### src/rtl/register_addr_bank.sv
// register_addr_bank
//
// A bank of COUNT address registers, such as the program counter, stack
// pointer and index pointers. One register, chosen by wr_sel, can change on
// each rising clock edge. The first matching operation in this list wins:
//   - it loads from the transfer bus (load_xfer);
//   - it loads its low and/or high byte from the data bus (load_lo/load_hi);
//   - it steps up or down by 1..4 (inc/dec).
// The wrap flag records the carry or borrow of the last step. Two
// combinational read ports drive the address bus and the transfer bus.
//
// Ports:
//   clk          rising-edge clock
//   reset        asynchronous active-low reset; clears registers and wrap
//   xfer_in      transfer bus input (WIDTH bits)
//   data_in      data bus byte input
//   wr_sel       register targeted by load/inc/dec
//   load_xfer    load target from xfer_in
//   load_lo      load data_in into target bits [7:0]
//   load_hi      load data_in into target bits [WIDTH-1:WIDTH-8]
//   inc, dec     step target up/down by step+1 (both together: no-op)
//   step         step amount minus one
//   addr_sel     register shown on addr_out; assert_addr enables it
//   addr_out     reg[addr_sel] or 0
//   xfer_sel     register shown on xfer_out; assert_xfer enables it
//   xfer_out     reg[xfer_sel] or 0
//   wrap         registered carry/borrow of the last inc/dec
//   wr_zero      reg[wr_sel] == 0 (combinational)
module register_addr_bank #(
    parameter int WIDTH = 16,
    parameter int COUNT = 4,
    localparam int SEL_W = $clog2(COUNT)
) (
    input  logic              clk,
    input  logic              reset,
    input  logic [WIDTH-1:0]  xfer_in,
    input  logic [7:0]        data_in,
    input  logic [SEL_W-1:0]  wr_sel,
    input  logic              load_xfer,
    input  logic              load_lo,
    input  logic              load_hi,
    input  logic              inc,
    input  logic              dec,
    input  logic [1:0]        step,
    input  logic [SEL_W-1:0]  addr_sel,
    input  logic              assert_addr,
    output logic [WIDTH-1:0]  addr_out,
    input  logic [SEL_W-1:0]  xfer_sel,
    input  logic              assert_xfer,
    output logic [WIDTH-1:0]  xfer_out,
    output logic              wrap,
    output logic              wr_zero
);

    logic [WIDTH-1:0] regs_q [COUNT];
    logic [WIDTH-1:0] regs_d [COUNT];
    logic             wrap_q;
    logic             wrap_d;

    logic [WIDTH-1:0] wr_cur;
    logic [WIDTH-1:0] wr_new;
    logic [WIDTH:0]   step_ext;
    logic [WIDTH:0]   step_sum;
    logic             wr_hit;

    // Next-state logic for the single register addressed by wr_sel.
    always_comb begin
        regs_d   = regs_q;
        wrap_d   = wrap_q;
        wr_cur   = '0;
        wr_hit   = 1'b0;
        step_sum = '0;
        step_ext = (WIDTH+1)'(step) + (WIDTH+1)'(1);

        for (int i = 0; i < COUNT; i++) begin
            if (wr_sel == SEL_W'(i)) begin
                wr_cur = regs_q[i];
                wr_hit = 1'b1;
            end
        end

        wr_new = wr_cur;
        if (load_xfer) begin
            wr_new = xfer_in;
            wrap_d = 1'b0;
        end else if (load_lo || load_hi) begin
            // Byte loads only touch the end bytes; middle bytes keep their value.
            if (load_lo) wr_new[7:0] = data_in;
            if (load_hi) wr_new[WIDTH-1 -: 8] = data_in;
            wrap_d = 1'b0;
        end else if (inc && !dec) begin
            // The extra top bit of the sum is the carry out.
            step_sum = {1'b0, wr_cur} + step_ext;
            wr_new   = step_sum[WIDTH-1:0];
            wrap_d   = step_sum[WIDTH];
        end else if (dec && !inc) begin
            // The top bit goes to 1 when the subtraction borrows.
            step_sum = {1'b0, wr_cur} - step_ext;
            wr_new   = step_sum[WIDTH-1:0];
            wrap_d   = step_sum[WIDTH];
        end

        // A select that names no register (COUNT not a power of two) is inert.
        if (!wr_hit) begin
            wrap_d = wrap_q;
        end

        for (int i = 0; i < COUNT; i++) begin
            if (wr_hit && wr_sel == SEL_W'(i)) begin
                regs_d[i] = wr_new;
            end
        end
    end

    always_ff @(posedge clk or negedge reset) begin
        if (!reset) begin
            regs_q <= '{default: '0};
            wrap_q <= 1'b0;
        end else begin
            regs_q <= regs_d;
            wrap_q <= wrap_d;
        end
    end

    // Read ports show the pre-edge state. Unused selects drive 0.
    always_comb begin
        addr_out = '0;
        xfer_out = '0;
        wr_zero  = 1'b1;
        for (int i = 0; i < COUNT; i++) begin
            if (assert_addr && addr_sel == SEL_W'(i)) addr_out = regs_q[i];
            if (assert_xfer && xfer_sel == SEL_W'(i)) xfer_out = regs_q[i];
            if (wr_sel == SEL_W'(i)) wr_zero = (regs_q[i] == '0);
        end
    end

    assign wrap = wrap_q;

endmodule

### config.mk
export PLATFORM = sky130hd
export DESIGN_NAME = register_addr_bank
export DESIGN_NICKNAME = d
export VERILOG_FILES = /design/src/rtl/register_addr_bank.sv
export SDC_FILE = /design/constraint.sdc
export NUM_CORES = 1
export LEC_CHECK = 0
export ABC_AREA = 1
export BUFFER_PORTS_ARGS = -buffer_cell sky130_fd_sc_hd__buf_4
export CAP_MARGIN = 15
export CORE_MARGIN = 1
export CORE_UTILIZATION = 42
export CTS_BUF_LIST = sky130_fd_sc_hd__clkbuf_16
export DETAILED_ROUTE_END_ITERATION = 8
export GPL_TIMING_DRIVEN = 1
export PLACE_DENSITY_LB_ADDON = 0.2
export SLEW_MARGIN = 30
export SYNTH_ARGS = -nofsm -noshare
export SYNTH_HDL_FRONTEND = slang
export SYNTH_SLANG_ARGS = --single-unit
### constraint.sdc
create_clock -name clk -period 3.55 [get_ports clk]
set_clock_uncertainty 0.05 [all_clocks]
set_input_delay 0.71 -clock clk [delete_from_list [all_inputs] [get_ports clk]]
set_output_delay 0.71 -clock clk [all_outputs]
set_load 0.02 [all_outputs]
==> flow_summary.yaml, run 1 <==
status:
  status: "finished clean"
floorplan:
  chipHeight_um: 116.1
  die_area_um2: 13470
  die_w_um: 116.1
  coreArea_um2: 12670
  boundaryPins: 75
  start_util: 0.4313
  rows: 41
timing:
  relSlewSlack: 0.4352
  fmax_mhz: 310.5
  tightest_slew_ps: 847.3
  setup_viol: 0
  layout_min_cycle_time_ps: 3221
  grt_setup_unrepaired: "no"
  hold_violations: 0
  holdWs_ps: 432.8
  drv_slew: 0
  tns_ps: 0
  post-route-period-util: 0.9073
clock_network:
  cts_resized: 0
  clk_latency_ps: 330
  cts_setup_buffers: 0
  htreeDepth: 3
  cts_hold_buf: 0
  path_clk_slew_ps: 50
  clockBufferDepth: 2
  clock_sinks: 65
  cts_buffers: 9
  cts_tree: "done"
  root_buffer: "clkbuf_16"
finish:
  final_cell_mix: "nand2_1 (235), buf_4 (93), inv_1 (83)"
  fin_cells: 1061
  antennaDiodeCount: 0
  final_cell_area_um2: 6487
  final_common_cell: "nand2_1"
  nNetsFinal: 938
  nFillCells: 1296
  multi_input_area_um2: 3313
  seq_area_um2: 1627
  area_growth_pct: 18.70
  drive_gt1_frac: 0.1879
power_and_ir_drop:
  power_density_nw_per_um2: 434.0
  p_int_uw: 1716
  leakage_uw: 0.003189
  p_clk_frac: 0.297
  p_seq_frac: 0.361
  p_sw_uw: 1100
  ir_worst_vdd_mv: 0.3407
  p_comb_frac: 0.342
  switching_share: 0.3906
worst_setup_path:
  arrival_ps: 3390
  path_max_fanout: 12
  worstReg2RegStart: "regs_q[32]$_DFFE_PN0P_"
  path_class: "in -> reg"
  cp-startpoint: "wr_sel[1]"
  critPathLaunchType: "primary input"
  worstPathRequired_ps: 3720
  endpoint_kind: "register"
global_routing:
  grt_pass1_vias: 5717
  grt_max_degree: 66
  gr-total-overflow: 0
  antenna_found_initial: 0
  track_usage: 0.3125
  grt_pass1_wl_mm: 31.30
detailed_routing:
  drt-total-wl_mm: 20.09
  wl_per_cell_um: 18.94
  first_pass_iters: 6
  vias_per_cell: 5.811
  drt_iter0_drc: 560
  vias: 6166
  ant_nets: 0
  drc: 0
synth:
  ys_ff_latch: 65
  syn_nets: 868
  syn_area_um2: 5465
  yosysWarnings: 0
  synth.largest_area_cell: "dfrtp_1"
  avgSynthCellArea_um2: 6.698
  yosys.area_share.simple: 0.3933
  synthDistinctLibCells: 49
  synthTopCellsByArea: "dfrtp_1 (30%), nand2_1 (16%), nand3_1 (6.4%)"
  synth_xor_area_frac: 0.004808
  synth_top_family_by_area: "simple AND/OR/NAND/NOR gates"
  synth_cells: 816
  ys_seq_area_frac: 0.2976
  synth.area.mux_share: 0
  synth_fa_ha_area_frac: 0.02793
  synth.top_cell.area_share: 0.2976
  synth_compound_area_frac: 0.1772
place:
  placed_cell_area_um2: 6213
  dp_hpwl_mm: 14.73
  finalWeightedCongestion: 0.9485
  dp.cells: 1047
  port_buffers: 74
run:
  cap_violations: 0
hold_path:
  min-delay-path-class: "reg -> reg"
  min-delay-start: "regs_q[63]$_DFFE_PN0P_"
cell type report:
cell class                      count  share of cell area
Sequential cell                    65              0.2507
Clock buffer                        9             0.03472
Timing Repair Buffer               93              0.1076
Multi-Input combinational cell    623              0.5107
Tap cell                          172             0.03317
Inverter                           94             0.05554
Clock inverter                      5            0.007522
critical path, stage by stage:
cell,delay [ps]
buf_4,190
inv_6,150
nand2_4,60
o22ai_1,180
inv_1,60
nand3_1,110
ha_1,210
inv_1,60
fa_1,400
nor2_1,160
nor2_1,50
inv_1,70
nand3_1,140
nor2_1,220
nand4_1,170
nand2_1,90
nand2_1,50
nand3_1,70
nand2_2,100
nand2_1,90
nand2_1,50
per-layer routing:
metal	vias up	GRT usage	wire length, µm
met5	-	0	0
met2	359	0.4845	8886
met4	0	0.08889	306
met1	2892	0.4327	8658
li1	2888	-	-
met3	27	0.07479	2242
Yosys cell counts, drive strengths merged:
library cell / instances
a211oi: 1
a21oi: 13
a221oi: 32
a22oi: 3
a2bb2oi: 1
a31oi: 1
a32oi: 6
a41oi: 1
buf: 14
clkbuf: 20
clkinv: 3
dfrtp: 65
fa: 2
ha: 9
inv: 91
nand2: 250
nand3: 78
nand3b: 2
nand4: 20
nor2: 85
nor3: 9
nor4: 12
o211ai: 10
o21a: 3
o21ai: 73
o221ai: 1
o22ai: 3
o31ai: 1
or2: 4
xor2: 3
metrics by stage:
stage	setup slack (ps)	util	total power, µW
5_1_grt	101.7	0.5120	2967
4_1_cts	343.6	0.5120	2804
3_5_place_dp	14.25	0.4904	1964
6_report	329.0	0.5120	2815
3_3_place_gp	125.6	0.4899	1958
2_1_floorplan	391.6	-	1592
sequential cells by signal, summed over array words and instances, names as in the netlist:
name	count
wrap	1
regs_q	64
power by group through the flow:
| stage | registers (µW) | clock network (µW) | logic [µW] |
|---|---|---|---|
| finish | 1020 | 836 | 963 |
| global route | 1020 | 880 | 1060 |
| CTS | 1010 | 846 | 952 |
| detailed placement | 1020 | 0 | 948 |
| global placement | 1020 | 0 | 942 |
| floorplan | 960 | 0 | 632 |
path summary, 6_finish.rpt:
path                                          end  slack [ps]  cells past startpoint
max                        regs_q[62]$_DFFE_PN0P_         330                     21
min                        regs_q[63]$_DFFE_PN0P_         430                      2
max reg2reg                regs_q[62]$_DFFE_PN0P_         610                     19
min reg2reg                regs_q[63]$_DFFE_PN0P_         430                      2
max in group asynchronous  regs_q[11]$_DFFE_PN0P_        2460                      1
min in group asynchronous  regs_q[47]$_DFFE_PN0P_         440                      1
cell families (layout without fill, tap and decap cells):
logic type | count (synthesis) | after routing
AOI/OAI and AO/OA | 149 | 149
xor gates and xnor gates | 3 | 3
adders and majority gates | 11 | 11
buffers and inverters | 128 | 201
DFF | 65 | 65
and+or+nand+nor | 460 | 460
Power figures use the tool's default switching activity.
==> run 2: changes to the inputs <==
--- a/config.mk
+++ b/config.mk
@@ -8,6 +8,7 @@
 export ABC_AREA = 1
 export BUFFER_PORTS_ARGS = -buffer_cell sky130_fd_sc_hd__buf_4
 export CAP_MARGIN = 15
+export CORE_ASPECT_RATIO = 0.8
 export CORE_MARGIN = 1
 export CORE_UTILIZATION = 42
 export CTS_BUF_LIST = sky130_fd_sc_hd__clkbuf_16
==> run 2 against run 1 <==
Critical path depth unchanged. Critical endpoint is now regs_q[58]$_DFFE_PN0P_. Global-route usage down 0.20 points. Maximum frequency up 1.2%. Wire length up 1.6%. Die area about the same. Core utilization up 1.5 points. Critical path type unchanged. Design area up 1.0%. Sequential power about the same.
==> flow_summary.yaml, run 2 (same netlist as run 1, synthesis figures left out) <==
finish:
  top_register: "regs_q"
  area_growth_pct: 19.92
  nFillCells: 1280
  fin_util: 0.5272
  final_common_cell: "nand2_1"
  antennaDiodeCount: 0
  drive_gt1_frac: 0.1913
  nNetsFinal: 941
  largest_register_ffs: 64
  multi_input_area_um2: 3319
  seq_area_um2: 1627
  final_cell_mix: "nand2_1 (235), buf_4 (96), inv_1 (85)"
floorplan:
  coreArea_um2: 12430
  start_util: 0.4396
  die_area_um2: 13480
  chipHeight_um: 104.0
  die_w_um: 129.5
  rows: 36
  boundaryPins: 75
detailed_routing:
  wl_per_cell_um: 19.17
  first_pass_iters: 6
  vias: 6160
  ant_nets: 0
  drt-total-wl_mm: 20.42
  drc: 0
  drt_iter0_drc: 739
  vias_per_cell: 5.784
worst_setup_path:
  path_cells: "buf_4 -> nor2_8 -> inv_2 -> o22ai_1 -> inv_1 -> nand3_1 -> ha_1 -> inv_1 -> fa_1 -> nor2_1 -> nor2_1 -> inv_1 -> nand3_1 -> nor2_1 -> nand3b_1 -> nand2_1 -> nand2_1 -> nand3_1 -> nand2_1 -> nand3_1 -> nand2_1"
  path_class: "in -> reg"
  path_delay_family: "simple AND/OR/NAND/NOR gates"
  worstPathRequired_ps: 3720
  endpoint_kind: "register"
  critPathBufInv: 5
  critPathLaunchType: "primary input"
  critPathMaxStageDelay_ps: 380
  path_max_fanout: 12
  arrival_ps: 3360
  critPathSlowestCell: "fa_1"
clock_network:
  clockBufferDepth: 2
  cts_hold_buf: 0
  clk_latency_ps: 340
  cts_setup_buffers: 0
  htreeDepth: 3
  root_buffer: "clkbuf_16"
  cts_tree: "done"
  clock_sinks: 65
  cts_buffers: 9
  cts_resized: 0
  path_clk_slew_ps: 50
timing:
  post-route-period-util: 0.8962
  tns_ps: 0
  relSlewSlack: 0.4271
  layout_min_cycle_time_ps: 3182
  tightest_slew_ps: 859.4
  drv_slew: 0
  setup_viol: 0
  fmax_mhz: 314.3
  grt_setup_unrepaired: "no"
  hold_violations: 0
place:
  port_buffers: 74
  dp_hpwl_mm: 14.97
  finalWeightedCongestion: 0.9464
power_and_ir_drop:
  ir_worst_vdd_mv: 0.2439
  p_seq_frac: 0.348
  p_sw_uw: 1142
  p_comb_frac: 0.327
  p_clk_frac: 0.325
  switching_share: 0.3885
  power_density_nw_per_um2: 448.4
  p_int_uw: 1797
  leakage_uw: 0.003222
hold_path:
  min-delay-path-class: "in -> async"
global_routing:
  grt_pass1_wl_mm: 31.56
  grt_pass1_vias: 5636
  grt_max_degree: 66
  antenna_found_initial: 0
  track_usage: 0.3105
  gr-total-overflow: 0
run:
  cap_violations: 0
status:
  status: "finished clean"
run 2: worst paths after layout:
check	start	to	slack [ps]	cells after the start
min in group clk	regs_q[60]$_DFFE_PN0P_	regs_q[60]$_DFFE_PN0P_	430	2
max reg2reg	regs_q[32]$_DFFE_PN0P_	regs_q[58]$_DFFE_PN0P_	580	19
max	wr_sel[1]	regs_q[58]$_DFFE_PN0P_	370	21
min reg2reg	regs_q[60]$_DFFE_PN0P_	regs_q[60]$_DFFE_PN0P_	430	2
max in group asynchronous	reset	regs_q[47]$_DFFE_PN0P_	2450	1
min	reset	regs_q[34]$_DFFE_PN0P_	420	1
run 2: layout make-up:
type,count,share of cell area
Clock inverter,7,0.01336
Sequential cell,65,0.2482
Timing Repair Buffer,96,0.1100
Multi-Input combinational cell,623,0.5065
Inverter,94,0.05498
Tap cell,171,0.03265
Clock buffer,9,0.03436
run 2: stage by stage:
stage | cells | setup WS [ps] | area [µm²] | total power, µW | hold WS (ps)
after global placement | 1049 | 91.14 | 6228 | 1964 | 413.0
final | 1065 | 368.3 | 6554 | 2939 | 424.6
after floorplan | 816 | 391.6 | 5465 | 1592 | 364.4
after detailed placement | 1049 | 102.7 | 6241 | 1968 | 416.0
after CTS | 1065 | 453.8 | 6554 | 2928 | 430.9
after global routing | 1065 | 139.4 | 6554 | 3082 | 455.9
run 2: worst register-to-register path, cell delays in order (launching register included):
cell and delay [ps]:
dfrtp_1 420, inv_1 80, o22ai_1 170, inv_1 60, nand3_1 130, ha_1 210, inv_1 60, fa_1 380
nor2_1 170, nor2_1 60, inv_1 70, nand3_1 140, nor2_1 220, nand3b_1 130, nand2_1 80, nand2_1 60
nand3_1 60, nand2_1 110, nand3_1 110, nand2_1 60
run 2: power groups by stage:
stage          clock (µW)  combinational, µW  sequential (µW)
2_1_floorplan           0                632              960
3_3_place_gp            0                941             1020
3_5_place_dp            0                946             1020
4_1_cts               967                950             1010
5_1_grt               998               1050             1030
6_report              956                962             1020
run 2: per-layer routing:
metal,vias to the layer above,share of wire,track usage
met5,-,0,0
met4,0,0.025,0.09884
met3,50,0.099,0.08539
met2,338,0.43,0.4528
met1,2873,0.45,0.4404
li1,2899,-,-
